[src/rtl/spmv_mem_pkg.sv]
// Shared constants for the SpMV PE memory-port arbiter slice.
// Tag width, default bus widths and the fixed requester index map.
// No logic; imported by spmv_rr_arbiter and spmv_mem_arbiter.
package spmv_mem_pkg;
  localparam int TAG_W  = 3;
  localparam int ADDR_W = 48;
  localparam int DATA_W = 64;

  // Requester slots; a slot's index doubles as its load tag.
  localparam int REQ_SPM_CODE  = 0;
  localparam int REQ_SPM_ARG   = 1;
  localparam int REQ_FZIP_CODE = 2;
  localparam int REQ_FZIP_ARG  = 3;
  localparam int REQ_X_LD      = 4;
  localparam int REQ_Y_ST      = 5;
endpackage

[src/rtl/spmv_rr_arbiter.sv]
// Round-robin picker: one-hot grant plus index of the first eligible requester after i_ptr.
// Latency: purely combinational.
// Backpressure: none; callers gate eligibility themselves.
module spmv_rr_arbiter
  import spmv_mem_pkg::*;
#(
  parameter int N     = 6,
  parameter int IDX_W = TAG_W
) (
  input  logic [N-1:0]     i_elig,
  input  logic [IDX_W-1:0] i_ptr,
  output logic [N-1:0]     o_gnt,
  output logic [IDX_W-1:0] o_idx,
  output logic             o_vld
);

  // Walk candidates ptr+1, ptr+2, ... (wrapping) and take the first eligible one.
  always_comb begin
    o_gnt = '0;
    o_idx = '0;
    o_vld = 1'b0;
    for (int k = 0; k < N; k++) begin
      for (int j = 0; j < N; j++) begin
        if (!o_vld && ((int'(i_ptr) + k + 1) % N) == j && i_elig[j]) begin
          o_vld    = 1'b1;
          o_gnt[j] = 1'b1;
          o_idx    = IDX_W'(j);
        end
      end
    end
  end

endmodule

[src/rtl/spmv_mem_arbiter.sv]
// Shares one PE memory port among NUM_REQ requesters; loads tagged by index, responses steered by tag.
// Latency: 1 cycle request->req_mem_*, 1 cycle rsp_mem_*->rsp_push.
// Backpressure: req_stall=~grant; req_mem_stall blocks all grants; rsp_mem_stall is advisory.
// Optional: define SPMV_MEM_ARB_STATS_EN for per-requester grant/wait counters.
module spmv_mem_arbiter
  import spmv_mem_pkg::*;
#(
  parameter int NUM_REQ = 6,
  parameter int MAX_OUT = 16,
  parameter int ADDR_W  = spmv_mem_pkg::ADDR_W,
  parameter int DATA_W  = spmv_mem_pkg::DATA_W
) (
  input  logic                        clk,
  input  logic                        rst,
  input  logic [NUM_REQ-1:0]          req_ld,
  input  logic [NUM_REQ-1:0]          req_st,
  input  logic [NUM_REQ*ADDR_W-1:0]   req_addr,
  input  logic [NUM_REQ*DATA_W-1:0]   req_d,
  output logic [NUM_REQ-1:0]          req_stall,
  output logic [NUM_REQ-1:0]          rsp_push,
  output logic [DATA_W-1:0]           rsp_q,
  input  logic [NUM_REQ-1:0]          rsp_stall,
  output logic                        req_mem_ld,
  output logic                        req_mem_st,
  output logic [ADDR_W-1:0]           req_mem_addr,
  output logic [DATA_W-1:0]           req_mem_d_or_tag,
  input  logic                        req_mem_stall,
  input  logic                        rsp_mem_push,
  input  logic [TAG_W-1:0]            rsp_mem_tag,
  input  logic [DATA_W-1:0]           rsp_mem_q,
  output logic                        rsp_mem_stall,
  output logic                        busy,
  output logic                        err_tag
`ifdef SPMV_MEM_ARB_STATS_EN
  ,
  output logic [NUM_REQ*32-1:0]       stat_grant_cnt,
  output logic [NUM_REQ*32-1:0]       stat_wait_cnt
`endif
);

  localparam int CW = $clog2(MAX_OUT + 1);

  logic [NUM_REQ-1:0] w_pend;
  logic [NUM_REQ-1:0] w_elig;
  logic [NUM_REQ-1:0] w_gnt;
  logic [NUM_REQ-1:0] w_rsp_hit;
  logic [NUM_REQ-1:0] w_cred_zero;
  logic [TAG_W-1:0]   w_gnt_idx;
  logic               w_gnt_vld;
  logic [ADDR_W-1:0]  w_addr;
  logic [DATA_W-1:0]  w_d;
  logic               w_tag_ok;
  logic               w_underflow;
  logic [TAG_W-1:0]   r_ptr;
  logic [CW-1:0]      r_credit [NUM_REQ];

  // Eligibility, response tag decode and granted-request mux.
  always_comb begin
    w_pend      = '0;
    w_elig      = '0;
    w_rsp_hit   = '0;
    w_cred_zero = '0;
    w_addr      = '0;
    w_d         = '0;
    for (int i = 0; i < NUM_REQ; i++) begin
      w_pend[i]      = req_ld[i] | req_st[i];
      w_elig[i]      = w_pend[i] & (req_st[i] | (r_credit[i] < CW'(MAX_OUT))) & ~req_mem_stall & ~rst;
      w_rsp_hit[i]   = rsp_mem_push && (rsp_mem_tag == TAG_W'(i));
      w_cred_zero[i] = (r_credit[i] == '0);
      if (w_gnt[i]) begin
        w_addr = req_addr[i*ADDR_W +: ADDR_W];
        w_d    = req_d[i*DATA_W +: DATA_W];
      end
    end
  end

  assign w_tag_ok    = int'(rsp_mem_tag) < NUM_REQ;
  assign w_underflow = |(w_rsp_hit & w_cred_zero);
  assign req_stall   = ~w_gnt;
  assign busy        = (~&w_cred_zero) | (|w_pend) | req_mem_ld | req_mem_st | (|rsp_push);

  spmv_rr_arbiter #(
    .N     (NUM_REQ),
    .IDX_W (TAG_W)
  ) u_rr (
    .i_elig (w_elig),
    .i_ptr  (r_ptr),
    .o_gnt  (w_gnt),
    .o_idx  (w_gnt_idx),
    .o_vld  (w_gnt_vld)
  );

  // Register the granted request onto the memory port and advance the round-robin pointer.
  always_ff @(posedge clk or posedge rst) begin
    if (rst) begin
      req_mem_ld       <= 1'b0;
      req_mem_st       <= 1'b0;
      req_mem_addr     <= '0;
      req_mem_d_or_tag <= '0;
      r_ptr            <= TAG_W'(NUM_REQ - 1);
    end else if (w_gnt_vld) begin
      req_mem_ld       <= |(w_gnt & req_ld);
      req_mem_st       <= |(w_gnt & req_st);
      req_mem_addr     <= w_addr;
      req_mem_d_or_tag <= (|(w_gnt & req_ld)) ? DATA_W'(w_gnt_idx) : w_d;
      r_ptr            <= w_gnt_idx;
    end else begin
      req_mem_ld <= 1'b0;
      req_mem_st <= 1'b0;
    end
  end

  // Outstanding-load credits: +1 on accepted load, -1 on response; a response at zero leaves it at zero.
  always_ff @(posedge clk or posedge rst) begin
    if (rst) begin
      for (int i = 0; i < NUM_REQ; i++) r_credit[i] <= '0;
    end else begin
      for (int i = 0; i < NUM_REQ; i++) begin
        if ((w_gnt[i] & req_ld[i]) && !(w_rsp_hit[i] && !w_cred_zero[i]))
          r_credit[i] <= r_credit[i] + CW'(1);
        else if (!(w_gnt[i] & req_ld[i]) && (w_rsp_hit[i] && !w_cred_zero[i]))
          r_credit[i] <= r_credit[i] - CW'(1);
      end
    end
  end

  // Response steering, sticky error flag and registered response backpressure.
  always_ff @(posedge clk or posedge rst) begin
    if (rst) begin
      rsp_push      <= '0;
      rsp_q         <= '0;
      err_tag       <= 1'b0;
      rsp_mem_stall <= 1'b0;
    end else begin
      rsp_push      <= w_rsp_hit;
      if (rsp_mem_push && w_tag_ok) rsp_q <= rsp_mem_q;
      err_tag       <= err_tag | (rsp_mem_push & ~w_tag_ok) | w_underflow;
      rsp_mem_stall <= |rsp_stall;
    end
  end

`ifdef SPMV_MEM_ARB_STATS_EN
  logic [31:0] r_grant_cnt [NUM_REQ];
  logic [31:0] r_wait_cnt  [NUM_REQ];

  // Saturating per-requester grant and wait counters.
  always_ff @(posedge clk or posedge rst) begin
    if (rst) begin
      for (int i = 0; i < NUM_REQ; i++) begin
        r_grant_cnt[i] <= '0;
        r_wait_cnt[i]  <= '0;
      end
    end else begin
      for (int i = 0; i < NUM_REQ; i++) begin
        if (w_gnt[i] && r_grant_cnt[i] != '1) r_grant_cnt[i] <= r_grant_cnt[i] + 32'd1;
        if (w_pend[i] && !w_gnt[i] && r_wait_cnt[i] != '1) r_wait_cnt[i] <= r_wait_cnt[i] + 32'd1;
      end
    end
  end

  for (genvar g = 0; g < NUM_REQ; g++) begin : g_stat
    assign stat_grant_cnt[g*32 +: 32] = r_grant_cnt[g];
    assign stat_wait_cnt[g*32 +: 32]  = r_wait_cnt[g];
  end
`endif

endmodule

[config.mk]
export PLATFORM = sky130hd
export DESIGN_NAME = spmv_mem_arbiter
export DESIGN_NICKNAME = d
export VERILOG_FILES = /design/src/rtl/spmv_mem_pkg.sv /design/src/rtl/spmv_rr_arbiter.sv /design/src/rtl/spmv_mem_arbiter.sv
export SDC_FILE = /design/constraint.sdc
export NUM_CORES = 1
export LEC_CHECK = 0
export ABC_AREA = 1
export ABC_CLOCK_PERIOD_IN_PS = 8300
export CAP_MARGIN = 15
export CORE_AREA = 10 10 368 370
export DETAILED_ROUTE_END_ITERATION = 10
export DIE_AREA = 0 0 378 380
export MAX_ROUTING_LAYER = met4
export PLACE_DENSITY_LB_ADDON = 0.12
export SYNTH_ARGS = -nofsm -noshare
export SYNTH_HDL_FRONTEND = slang
export SYNTH_SLANG_ARGS = --single-unit
[constraint.sdc]
create_clock -name clk -period 8.3 [get_ports clk]
set_input_delay 1.245 -clock clk [delete_from_list [all_inputs] [get_ports clk]]
set_output_delay 1.245 -clock clk [all_outputs]
set_load 0.05 [all_outputs]
==> impl_metrics.toml <==
[clock_tree]
clock_sinks = 219
clk-insertion-delay-late_ns = 0.59
cts_tree = "built"
htree_levels = 2
cts_buffers = 37
postCtsSetupRepairBufs = 0
cts_hold_buf = 0
path_clk_slew_ns = 0.06
clockBufferDepth = 3
post_cts_resize_count = 0
cts_root_buffer = "clkbuf_16"

[hold_path]
hold_path.class = "flop to flop"

[route]
via_count = 20811
vias_per_cell = 3.93
ant_nets = 0
drt_iter0_drc = 1093
drt_wl_total_mm = 125
wire_per_inst_um = 23.6
route.detailed.drc = 0
dr.pass1.iters = 5

[logic_synthesis]
yosysWarnings = 0
synth_top_area_share_pct = 31.5
synth_cells = 2679
synth_cell_types = 57
synth_edf_count = 0
ys_seq_area_share_pct = 31.8
yosys-top-cells-area = "dfrtp_1 31%, nand2_1 22%, inv_1 6.7%"
avgSynthCellArea_um2 = 6.44
ys_ff_latch = 219
synth-main-ff-cell = "dfrtp_1"
synth-async-reset-ratio_pct = 100
yosysTopAreaCell = "dfrtp_1"
netlist_area_mm2 = 0.0172
syn-num-nets = 3491

[outcome]
status = "finished clean"

[cells_and_area]
syn2layout_area_growth_pct = 74.4
final_cell_mix = "1006 x nand2_1, 951 x clkdlybuf4s50_1, 308 x inv_1"
nNetsFinal = 4382
n_fill_cell = 14380
layout_commonest_cell = "nand2_1"
drive_gt1_share_pct = 5.92

[global_routing]
grt_max_degree = 136
gr-usage-all-layers_pct = 17.1
grt_pass1_wl_mm = 171
antenna_found_initial = 38
grt_overflow = 0
grt_pass1_vias = 21259

[floorplanning]
num_rows = 132
core_mm2 = 0.128
ioPinCount = 954
initial_core_util_pct = 13.4
die_x_um = 378
die_h_um = 380
die_area_mm2 = 0.144

[placed_design]
place_ws_ns = 0.976
dp_hpwl_mm = 101
io_buffers = 953
gp_congestion = 0.853

[timing]
rsz0062_at_grt = "no"
final_max_slew_viol_count = 0
clock_skew_ns = 0.0275
tns_ns = 0
final.setup.worst_slack_ns = 0.762
hold_viol = 0
tightest_slew_ns = 1.00
setup_viol = 0
slew_headroom_pct = 33.1
fin_crit_ns = 7.54
max_clock_freq_mhz = 133
final.period_utilization_pct = 90.8

[critical_path]
cp-start-kind = "flop"
slowest_stage = "dfstp_2"
cp_data_arrival_time_ns = 6.29
worst_setup_path_end_kind = "primary output"
path_common_cell = "nor2_2"
max_stage_delay_ns = 0.86
reg2reg_slack_ns = 1.57
crit_type = "flop to primary output"
critPathRequiredTime_ns = 7.05
cp_max_fo = 23

[run]
cap_violations = 0
-- final cells by class --
class,count,area [um2],share of cell area [%]
Multi-Input combinational cell,2010,10000,33.3
Timing Repair Buffer,982,9880,32.8
Sequential cell,219,5480,18.2
Tap cell,1675,2100,6.97
Inverter,320,1210,4.04
Clock buffer,52,1050,3.50
Clock inverter,14,274,0.911
Antenna cell,27,67.6,0.225
-- critical path: cells and delay by family (launching register included) --
kind | cells | cell delay (ns)
adder cells (fa/ha/maj) | 2 | 0.77
buffers and inverters | 5 | 1.07
flip-flops | 1 | 0.86
AND/OR/NAND/NOR | 22 | 2.97
-- metal layers --
layer	up-vias	GRT usage, %	part of all wire, %
met5	-	-	0
met4	0	3.14	1.4
met3	79	4.55	6.6
met2	598	30.6	52
met1	9815	19.1	40
li1	10319	-	-
-- state kept, by name (all words and copies together) (netlist names), 3 cells and up --
| name | flops |
|---|---|
| r_credit | 30 |
| r_ptr | 3 |
| req_mem_addr | 48 |
| req_mem_d_or_tag | 64 |
| rsp_push | 6 |
| rsp_q | 64 |
-- worst paths after layout --
kind / endpoint / from / cells past startpoint
setup / recovery: req_stall[1] / r_ptr[0]$_DFFE_PP1P_ / 29
hold / removal: r_credit[9]$_DFFE_PP0P_ / r_credit[9]$_DFFE_PP0P_ / 1
setup reg to reg: req_mem_d_or_tag[6]$_DFFE_PP0P_ / r_ptr[0]$_DFFE_PP1P_ / 37
hold reg to reg: r_credit[9]$_DFFE_PP0P_ / r_credit[9]$_DFFE_PP0P_ / 1
max in group asynchronous: rsp_q[59]$_DFFE_PP0P_ / rst / 3
min in group asynchronous: req_mem_d_or_tag[2]$_DFFE_PP0P_ / rst / 2
-- cells in the mapped netlist, types with 7 or more instances --
master,number
inv_2,8
a21oi_1,150
buf_2,48
o21ai_1,11
nor2_1,178
clkbuf_1,65
a21o_1,7
nand2_1,1008
ha_1,45
nor4_1,8
nand3_1,207
nand4_1,85
nor3_1,26
xor2_1,10
dfrtp_1,217
inv_1,310
mux2_2,64
or2_1,28
nor2_2,8
or2_0,34
nand2_2,8
o21ai_0,64
-- per-stage QoR --
stage	instances	utilization, %	cell area (um2)	hold slack [ns]
after floorplan	2679	-	17200	0.442
after global placement	5206	22.3	28700	0.456
after detailed placement	5206	22.3	28700	0.457
after CTS	5272	23.3	30000	0.469
after global routing	5297	23.4	30100	0.481
final	5299	23.4	30100	0.464
-- cells by family (layout without fill, tap and decap cells) --
kind of cell,Yosys count,after routing,synth area share (%)
xor gates and xnor gates,18,18,1.07
DFF,219,219,31.8
other,0,27,0
adders and majority gates,51,51,3.96
AOI/OAI and AO/OA,252,252,7.70
muxes,64,64,4.18
buffers and inverters,450,1368,10.5
and+or+nand+nor,1625,1625,40.8
Power is left out: the tool's default activity adds up to more than one toggle a clock period on the data nets, which glitch-free logic cannot reach.
